### config.mk
export PLATFORM = sky130hd
export DESIGN_NAME = rs_encoder_flat
export DESIGN_NICKNAME = d
export VERILOG_FILES = /design/src/rtl/rs_encoder_if.sv /design/src/rtl/rs_encoder.sv /design/src/flat_wrapper.sv
export SDC_FILE = /design/constraint.sdc
export NUM_CORES = 1
export LEC_CHECK = 0
export CORE_ASPECT_RATIO = 0.5
export CORE_UTILIZATION = 56
export CTS_CLUSTER_DIAMETER = 100
export DETAILED_ROUTE_END_ITERATION = 12
export PLACE_DENSITY = 0.94
export SYNTH_ARGS = -nofsm -noshare
export SYNTH_HDL_FRONTEND = slang
export SYNTH_SLANG_ARGS = --single-unit
### constraint.sdc
create_clock -name clk -period 7.2 [get_ports clk]
set_input_delay 1.44 -clock clk [delete_from_list [all_inputs] [get_ports clk]]
set_output_delay 1.44 -clock clk [all_outputs]
set_load 0.005 [all_outputs]
### src/rtl/rs_encoder_if.sv
// Handshake bundle between a message source, the RS(7,3) encoder and the codeword consumer.
// All symbols are in log-index form: 0 = zero element, k = alpha^(k-1).
interface rs_encoder_if;
    logic        in_valid;
    logic        in_ready;
    logic [8:0]  message;
    logic        out_valid;
    logic        out_ready;
    logic [20:0] codeword;

    modport master (
        output in_valid,
        output message,
        output out_ready,
        input  in_ready,
        input  out_valid,
        input  codeword
    );

    modport slave (
        input  in_valid,
        input  message,
        input  out_ready,
        output in_ready,
        output out_valid,
        output codeword
    );
endinterface

### src/rtl/rs_encoder.sv
// Systematic RS(7,3) encoder over GF(8), x^3+x+1, g(x) = x^4 + a^3 x^3 + x^2 + a x + a^3.
// Serial LFSR division: one message symbol per clock, highest-order symbol first.
module rs_encoder (
    input  logic        clk,
    input  logic        reset,
    rs_encoder_if.slave bus
);
    localparam logic [1:0] IDLE  = 2'd0;
    localparam logic [1:0] SHIFT = 2'd1;
    localparam logic [1:0] DONE  = 2'd2;

    logic [1:0]  state;
    logic [1:0]  state_nxt;
    logic [1:0]  cnt;
    logic [8:0]  msg_reg;
    logic [2:0]  r0, r1, r2, r3;
    logic [2:0]  r0_nxt, r1_nxt, r2_nxt, r3_nxt;
    logic [2:0]  d;
    logic [2:0]  f;
    logic        in_ready_q;
    logic        out_valid_q;
    logic [20:0] codeword_q;
    logic        accept;

    // Log-index symbol to polynomial basis (bit2..bit0).
    function automatic logic [2:0] poly_of(input logic [2:0] idx);
        logic [2:0] p;
        case (idx)
            3'd1:    p = 3'b001;
            3'd2:    p = 3'b010;
            3'd3:    p = 3'b100;
            3'd4:    p = 3'b011;
            3'd5:    p = 3'b110;
            3'd6:    p = 3'b111;
            3'd7:    p = 3'b101;
            default: p = 3'b000;
        endcase
        return p;
    endfunction

    function automatic logic [2:0] index_of(input logic [2:0] p);
        logic [2:0] idx;
        case (p)
            3'b001:  idx = 3'd1;
            3'b010:  idx = 3'd2;
            3'b100:  idx = 3'd3;
            3'b011:  idx = 3'd4;
            3'b110:  idx = 3'd5;
            3'b111:  idx = 3'd6;
            3'b101:  idx = 3'd7;
            default: idx = 3'd0;
        endcase
        return idx;
    endfunction

    // Multiply by alpha: shift left, fold x^3 back as x+1.
    function automatic logic [2:0] mul_a(input logic [2:0] p);
        return {p[1], p[0] ^ p[2], p[2]};
    endfunction

    function automatic logic [2:0] mul_a3(input logic [2:0] p);
        return mul_a(mul_a(mul_a(p)));
    endfunction

    always_comb begin
        case (cnt)
            2'd0:    d = poly_of(msg_reg[8:6]);
            2'd1:    d = poly_of(msg_reg[5:3]);
            default: d = poly_of(msg_reg[2:0]);
        endcase
        f      = d ^ r3;
        r3_nxt = r2 ^ mul_a3(f);
        r2_nxt = r1 ^ f;
        r1_nxt = r0 ^ mul_a(f);
        r0_nxt = mul_a3(f);
    end

    // in_ready_q is only ever high in IDLE, so it doubles as the accept qualifier.
    assign accept = bus.in_valid & in_ready_q;

    always_comb begin
        state_nxt = state;
        case (state)
            IDLE:    if (accept) state_nxt = SHIFT;
            SHIFT:   if (cnt == 2'd2) state_nxt = DONE;
            DONE:    if (bus.out_ready) state_nxt = IDLE;
            default: state_nxt = IDLE;
        endcase
    end

    always_ff @(posedge clk) begin
        if (reset) begin
            state       <= IDLE;
            in_ready_q  <= 1'b0;
            out_valid_q <= 1'b0;
            codeword_q  <= '0;
            msg_reg     <= '0;
            cnt         <= '0;
            r0          <= '0;
            r1          <= '0;
            r2          <= '0;
            r3          <= '0;
        end else begin
            state       <= state_nxt;
            in_ready_q  <= (state_nxt == IDLE);
            out_valid_q <= (state_nxt == DONE);
            case (state)
                IDLE: begin
                    if (accept) begin
                        msg_reg <= bus.message;
                        cnt     <= '0;
                        r0      <= '0;
                        r1      <= '0;
                        r2      <= '0;
                        r3      <= '0;
                    end
                end
                SHIFT: begin
                    r0  <= r0_nxt;
                    r1  <= r1_nxt;
                    r2  <= r2_nxt;
                    r3  <= r3_nxt;
                    cnt <= cnt + 2'd1;
                    // Last division step: capture the codeword from the final remainder.
                    if (cnt == 2'd2) begin
                        codeword_q <= {msg_reg, index_of(r3_nxt), index_of(r2_nxt),
                                       index_of(r1_nxt), index_of(r0_nxt)};
                    end
                end
                default: ;
            endcase
        end
    end

    assign bus.in_ready  = in_ready_q;
    assign bus.out_valid = out_valid_q;
    assign bus.codeword  = codeword_q;

endmodule

### src/flat_wrapper.sv
// flat-port wrapper written by rule: the top's interface ports become plain ports
module rs_encoder_flat 
  (clk, reset, bus_in_valid, bus_message, bus_out_ready, bus_in_ready, bus_out_valid, bus_codeword);
  rs_encoder_if bus_i ();
  input  logic clk;
  input  logic reset;
  input wire logic [$bits(bus_i.in_valid)-1:0] bus_in_valid;
  input wire logic [$bits(bus_i.message)-1:0] bus_message;
  input wire logic [$bits(bus_i.out_ready)-1:0] bus_out_ready;
  output wire logic [$bits(bus_i.in_ready)-1:0] bus_in_ready;
  output wire logic [$bits(bus_i.out_valid)-1:0] bus_out_valid;
  output wire logic [$bits(bus_i.codeword)-1:0] bus_codeword;
  assign bus_i.in_valid = bus_in_valid;
  assign bus_i.message = bus_message;
  assign bus_i.out_ready = bus_out_ready;
  assign bus_in_ready = bus_i.in_ready;
  assign bus_out_valid = bus_i.out_valid;
  assign bus_codeword = bus_i.codeword;
  rs_encoder u_core (.clk(clk), .reset(reset), .bus(bus_i));
endmodule
==> results.sh <==
export IMPL_status="finished clean"
export IMPL_vias=2310
export IMPL_startpoint_type="register"
export IMPL_r2r_end="u_core.bus.codeword[7]"
export IMPL_synth_fa_ha_area_share_pct=4.34
export IMPL_syn_area_um2=2540
export IMPL_grtUsageMet2_pct=47.7
export IMPL_synthDistinctLibCells=48
export IMPL_num_antenna_cells=0
export IMPL_clockBufferDepth=2
export IMPL_ff2ff_setup_slack_ns=3.82
export IMPL_drt_pass1_iter_count=5
export IMPL_io_pins=36
export IMPL_rows=16
export IMPL_drt_iter0_drc=158
export IMPL_r2r_start="u_core.cnt[1]"
export IMPL_cts_hold_buf=0
export IMPL_postCtsSetupRepairBufs=0
export IMPL_grt_pass1_wl_mm=10.2
export IMPL_core_area_um2=4120
export IMPL_synth_simple_area_share_pct=23.9
export IMPL_grt_overflow=0
export IMPL_ff2ff_path_depth=10
export IMPL_tightest_slew_ns=1.11
export IMPL_die_area_um2=4820
export IMPL_grt_pass1_vias=2190
export IMPL_maxSlewHeadroom_pct=25.3
export IMPL_grt_max_degree=51
export IMPL_synth_ff_type="dfxtp_1"
export IMPL_synthXorXnorAreaFrac_pct=8.82
export IMPL_synth_top_family_by_area="simple AND/OR/NAND/NOR gates"
export IMPL_hold_end="u_core.bus.codeword[17]"
export IMPL_max_freq_mhz=296
export IMPL_synth_common_cells="nand2_1, dfxtp_1, a21oi_1"
export IMPL_wl_mm=5.96
export IMPL_min_path_cells=2
export IMPL_min_path_type="register to register"
export IMPL_grt_antenna_before_repair=0
export IMPL_yosysSeqAreaShare_pct=37.9
export IMPL_finalCriticalPeriod_ns=3.38
export IMPL_post_route_period_util_pct=47.0
export IMPL_end_kind="register"
export IMPL_drc=0
export IMPL_yosysTopAreaCell="dfxtp_1"
export IMPL_cts_resized=0
export IMPL_hold_viol=0
export IMPL_cp_arrival_ns=3.62
export IMPL_async_reset_ff_share_pct=0
export IMPL_met1_usage_pct=32.0
export IMPL_synth_compound_area_share_pct=19.2
export IMPL_die_x_um=97.2
export IMPL_gp_congestion=0.855
export IMPL_hpwl_mm=4.08
export IMPL_yosysTopAreaCellShare_pct=37.9
export IMPL_synth_net_count=332
export IMPL_setup_viol=0
export IMPL_ant_nets=0
export IMPL_yosys_top_cells_area="dfxtp_1, nand2_1, a21oi_1, xnor2_1, nor2_1"
export IMPL_path_max_fanout=13
export IMPL_leakagePower_nw=0.984
export IMPL_cts_buffers_inserted=5
export IMPL_path_clk_slew_ns=0.09
export IMPL_yosysMostFrequentCell="nand2_1"
export IMPL_min_from="u_core.bus.codeword[17]"
export IMPL_drive_above_1_share_pct=5.92
export IMPL_syn_inst=316
export IMPL_fin_worst_skew_ns=0.00868
export IMPL_max_cap_violations=0
export IMPL_ys_seq_elements=48
export IMPL_portBuffers=35
export IMPL_p_per_area_nw_per_um2=191
export IMPL_gr_usage_all_layers_pct=26.5
export IMPL_fin_tns_setup_ns=0
export IMPL_peakVddDrop_uv=83.7
export IMPL_synth_edf_count=0
export IMPL_htreeDepth=2
export IMPL_fin_util_pct=71.9
export IMPL_routed_via_density=5.89
export IMPL_avgSynthCellArea_um2=8.03
export IMPL_rsz0062_at_grt="no"
export IMPL_initial_core_util_pct=61.6
export IMPL_clkSinkCount=48
export IMPL_drv_slew=0
export IMPL_clock_root_buffer="clkbuf_8"
export IMPL_nets=353
export IMPL_ys_warn_count=0
export IMPL_grtUsageMet3_pct=5.39
export IMPL_largest_reg_flops=21
export IMPL_muxShareOfSynthArea_pct=1.28
export IMPL_wl_per_cell_um=15.2
export IMPL_tritoncts="done"
export IMPL_path_class="register to register"
export IMPL_area_growth_pct=16.8
export IMPL_required_ns=7.44
export IMPL_clock_latency_ns=0.31
export IMPL_top_usage_layer="met2"
export IMPL_die_h_um=49.6
## worst max path at each step
stage,cells after the start,to,slack (ns),startpoint
after floorplan,9,u_core.bus.codeword[9],4.53,u_core.cnt[0]
after global placement,10,u_core.bus.codeword[9],4.08,u_core.cnt[0]
after detailed placement,10,u_core.bus.codeword[9],3.89,u_core.cnt[0]
after CTS,10,u_core.bus.codeword[9],3.87,u_core.cnt[1]
after global routing,10,u_core.bus.codeword[7],3.57,u_core.cnt[0]
final,10,u_core.bus.codeword[7],3.82,u_core.cnt[1]
## kinds of logic (layout without fill, tap and decap cells)
kind of cell | after synthesis | count (layout)
mux | 2 | 2
compound gates | 75 | 75
xor+xnor | 24 | 24
flops | 48 | 48
buf+inv | 28 | 50
fa+ha+maj | 10 | 10
simple gates | 129 | 129
## per-layer routing
metal / part of all wire [%] / wire length (um) / up-vias
li1: - / - / 1129
met1: 43 / 2550 / 1089
met2: 50 / 2990 / 79
met3: 5.3 / 313 / 13
met4: 1.7 / 104 / 0
met5: 0 / 0 / -
## layout make-up
cell class                      count  area, um2
Tap cell                           54       67.6
Clock inverter                      3       18.8
Clock buffer                        5       68.8
Sequential cell                    48        961
Timing Repair Buffer               38        373
Fill cell                         292       1160
Multi-Input combinational cell    240       1460
Inverter                            4       15.0
## worst max-delay path, stage by stage (launching register included)
cell	delay (ns)
dfxtp_1	0.34
inv_1	0.08
ha_1	0.24
or4bb_1	0.52
o21ai_1	0.16
a211oi_4	0.08
xnor2_1	0.89
xnor2_1	0.27
and3_1	0.25
or3_1	0.33
a21oi_1	0.15
## power breakdown
group	leakage [nW]	internal [mW]	switching, mW
Combinational	0.548	0.0519	0.0704
Clock	0.0479	0.0678	0.0940
Sequential	0.388	0.273	0.0105
## placed cells by master (no fill, tap or decap), types with 5 or more instances in the layout
master           synthesis  final
a211oi_1                 6      6
a21oi_1                 33     33
a22oi_1                 10     10
clkbuf_8                 0      5
clkdlybuf4s50_1          0     35
dfxtp_1                 48     48
maj3_1                   5      5
nand2_1                 54     54
nand2b_1                 5      5
nand3b_1                 8      8
nor2_1                  30     30
nor2b_1                  9      9
nor3_1                   7      7
o21ai_0                  8      8
xnor2_1                 18     18
xor2_1                   5      5
## per-stage QoR
stage	power, mW	instance area (um2)	setup slack [ns]	hold WS, ns	cells
final	0.567	2960	3.82	0.462	392
after global routing	0.593	2960	3.57	0.494	392
after floorplan	0.382	2540	4.53	0.444	316
after CTS	0.566	2960	3.87	0.462	392
after detailed placement	0.409	2880	3.89	0.450	384
after global placement	0.403	2880	4.08	0.441	384
Power figures use the tool's default switching activity.
==> edit, RTL diff (config.mk and constraints unchanged) <==
Reset style: asynchronous (`reset`), changed in one clocked block.
--- a/src/rtl/rs_encoder.sv
+++ b/src/rtl/rs_encoder.sv
@@ -88,7 +88,7 @@
         endcase
     end
 
-    always_ff @(posedge clk) begin
+    always_ff @(posedge clk or posedge reset) begin
         if (reset) begin
             state       <= IDLE;
             in_ready_q  <= 1'b0;
Formal check against the unedited RTL: differs if reset is asserted again (counterexample within 4 cycles, from zero or initial values and one cycle with reset high); with reset held inactive, the same outputs for 10 cycles.
==> edit against the unedited design <==
First-iteration DRC count is 14% lower; sequential share of layout area rose by 7.4 points; critical path depth did not move; synthesized area decreased by 0.15%; fmax grew 1.2%; wire length is 5.4% lower; clock skew up 0.85 ps; worst setup slack improved by 39 ps; largest cell class unchanged; die area is 0.14% lower; design area up 1.9%; sequential cell count stayed put; hold slack improved by 21 ps.
Power is not shown: default switching activity piles up to over one toggle a cycle in this logic, so the estimate is an artifact.
==> edit: results <==
group,metric,value,unit
clocking,clock_latency,310,ps
sta,slew_headroom,26.93,%
cells_and_area,nNetsFinal,297,
yosys,synth_common_cells,"dfrtp_1, nand2_1, o21ai_0",
route,drt_wl_total,5633,um
run_status,status,"completed",
clocking,cts.clk_slew.worst_paths,100,ps
grt,antenna_found_initial,0,
sta,fin_skew,9.531,ps
hold_path,hold_path.class,"flip-flop to flip-flop",
placed_design,dp_hpwl,3636,um
route,drt-initial-drc-count,136,
yosys,yosys_warnings,0,
yosys,synthArstFlopShare,100.0,%
setup_path,rrSetupSlack,3860,ps
route,dr.max_layer_used,"met4",
placed_design,io_buffers,35,
cells_and_area,largest_register_ffs,21,
grt,first_global_vias,2045,
placed_design,placedInstanceArea,0.002898,mm2
grt,grt_max_degree,49,
yosys,synthTopCellsByArea,"dfrtp_1, mux2_2, xnor2_1",
route,dr_total_vias,2061,
yosys,ys_seq_area_share,47.38,%
clocking,cts_root_buf,"clkbuf_8",
route,wl_met3,323,um
setup_path,cpPeakStageDelay,800,ps
route,first_pass_iters,5,
route,wl_met2,2614,um
placed_design,globalplace.congestion,0.8273,
cells_and_area,drive_above_1_share,11.35,%
clocking,post_cts_buffers,0,
route,met1_length,2561,um
yosys,ys_types,43,
clocking,numCtsBuffers,5,
cells_and_area,fin_area,0.003019,mm2
setup_path,slowest_stage,"xnor2_1",
setup_path,critPathMaxFanout,12,
clocking,cts.repair.resized,0,
clocking,h-tree-depth,2,
yosys,syn_nets,268,
grt,grt-ovfl-total,0,
setup_path,cp.arrival,3510,ps
clocking,clockBufferDepth,2,
grt,grt_pass1_wl,9591,um
grt,track_usage,25.24,%
cells_and_area,n_antenna_cell,0,
[edit: layout make-up]
type | count | area [um2]
Clock buffer | 6 | 82.58
Clock inverter | 2 | 38.79
Fill cell | 287 | 1105
Inverter | 6 | 22.52
Multi-Input combinational cell | 184 | 1249
Sequential cell | 48 | 1201
Tap cell | 54 | 67.56
Timing Repair Buffer | 36 | 357.8
[edit: stage by stage]
step	hold WS (ps)	setup WS (ps)	cells	utilization [%]
5_1_grt	514.2	3575	336	73.21
3_3_place_gp	461.0	4332	328	70.27
4_1_cts	488.7	3928	336	73.21
3_5_place_dp	469.1	4084	328	70.27
2_1_floorplan	470.4	4497	252	-
6_report	483.1	3856	336	73.21
[edit: routing by layer]
layer  global-route usage [%]  up-vias
li1                         -      947
met5                        0        -
met1                    32.29     1007
met2                    40.61       89
met3                    5.957       18
met4                    13.18        0
[edit: cell families (layout without fill, tap and decap cells)]
group           after synthesis  in the layout  share of synthesized area [%]
simple gates                 78             78                          15.45
compound gates               60             60                          15.45
flops                        48             48                          47.38
xor+xnor                     21             21                          7.255
mux                          21             21                          9.230
buf+inv                      20             50                          3.356
fa+ha+maj                     4              4                          1.876
[edit: critical path: cells and delay by family (launching register included)]
kind            cells  cell delay, ps
compound gates      3             310
xor+xnor            4            1700
fa+ha+maj           1             250
buf+inv             1             100
flops               1             430
simple gates        1             410
[edit: worst paths after layout]
kind                            cells past startpoint                          startpoint                                 end
max in group asynchronous                           2                               reset  u_core.bus.codeword[0]$_DFFE_PP0P_
worst min-delay path                                2  u_core.bus.codeword[6]$_DFFE_PP0P_  u_core.bus.codeword[6]$_DFFE_PP0P_
worst min register to register                      2  u_core.bus.codeword[6]$_DFFE_PP0P_  u_core.bus.codeword[6]$_DFFE_PP0P_
worst max register to register                     10           u_core.cnt[0]$_DFFE_PP0P_            u_core.r3[1]$_DFFE_PP0P_
worst max-delay path                               10           u_core.cnt[0]$_DFFE_PP0P_            u_core.r3[1]$_DFFE_PP0P_
min in group asynchronous                           2                               reset  u_core.bus.codeword[3]$_DFFE_PP0P_
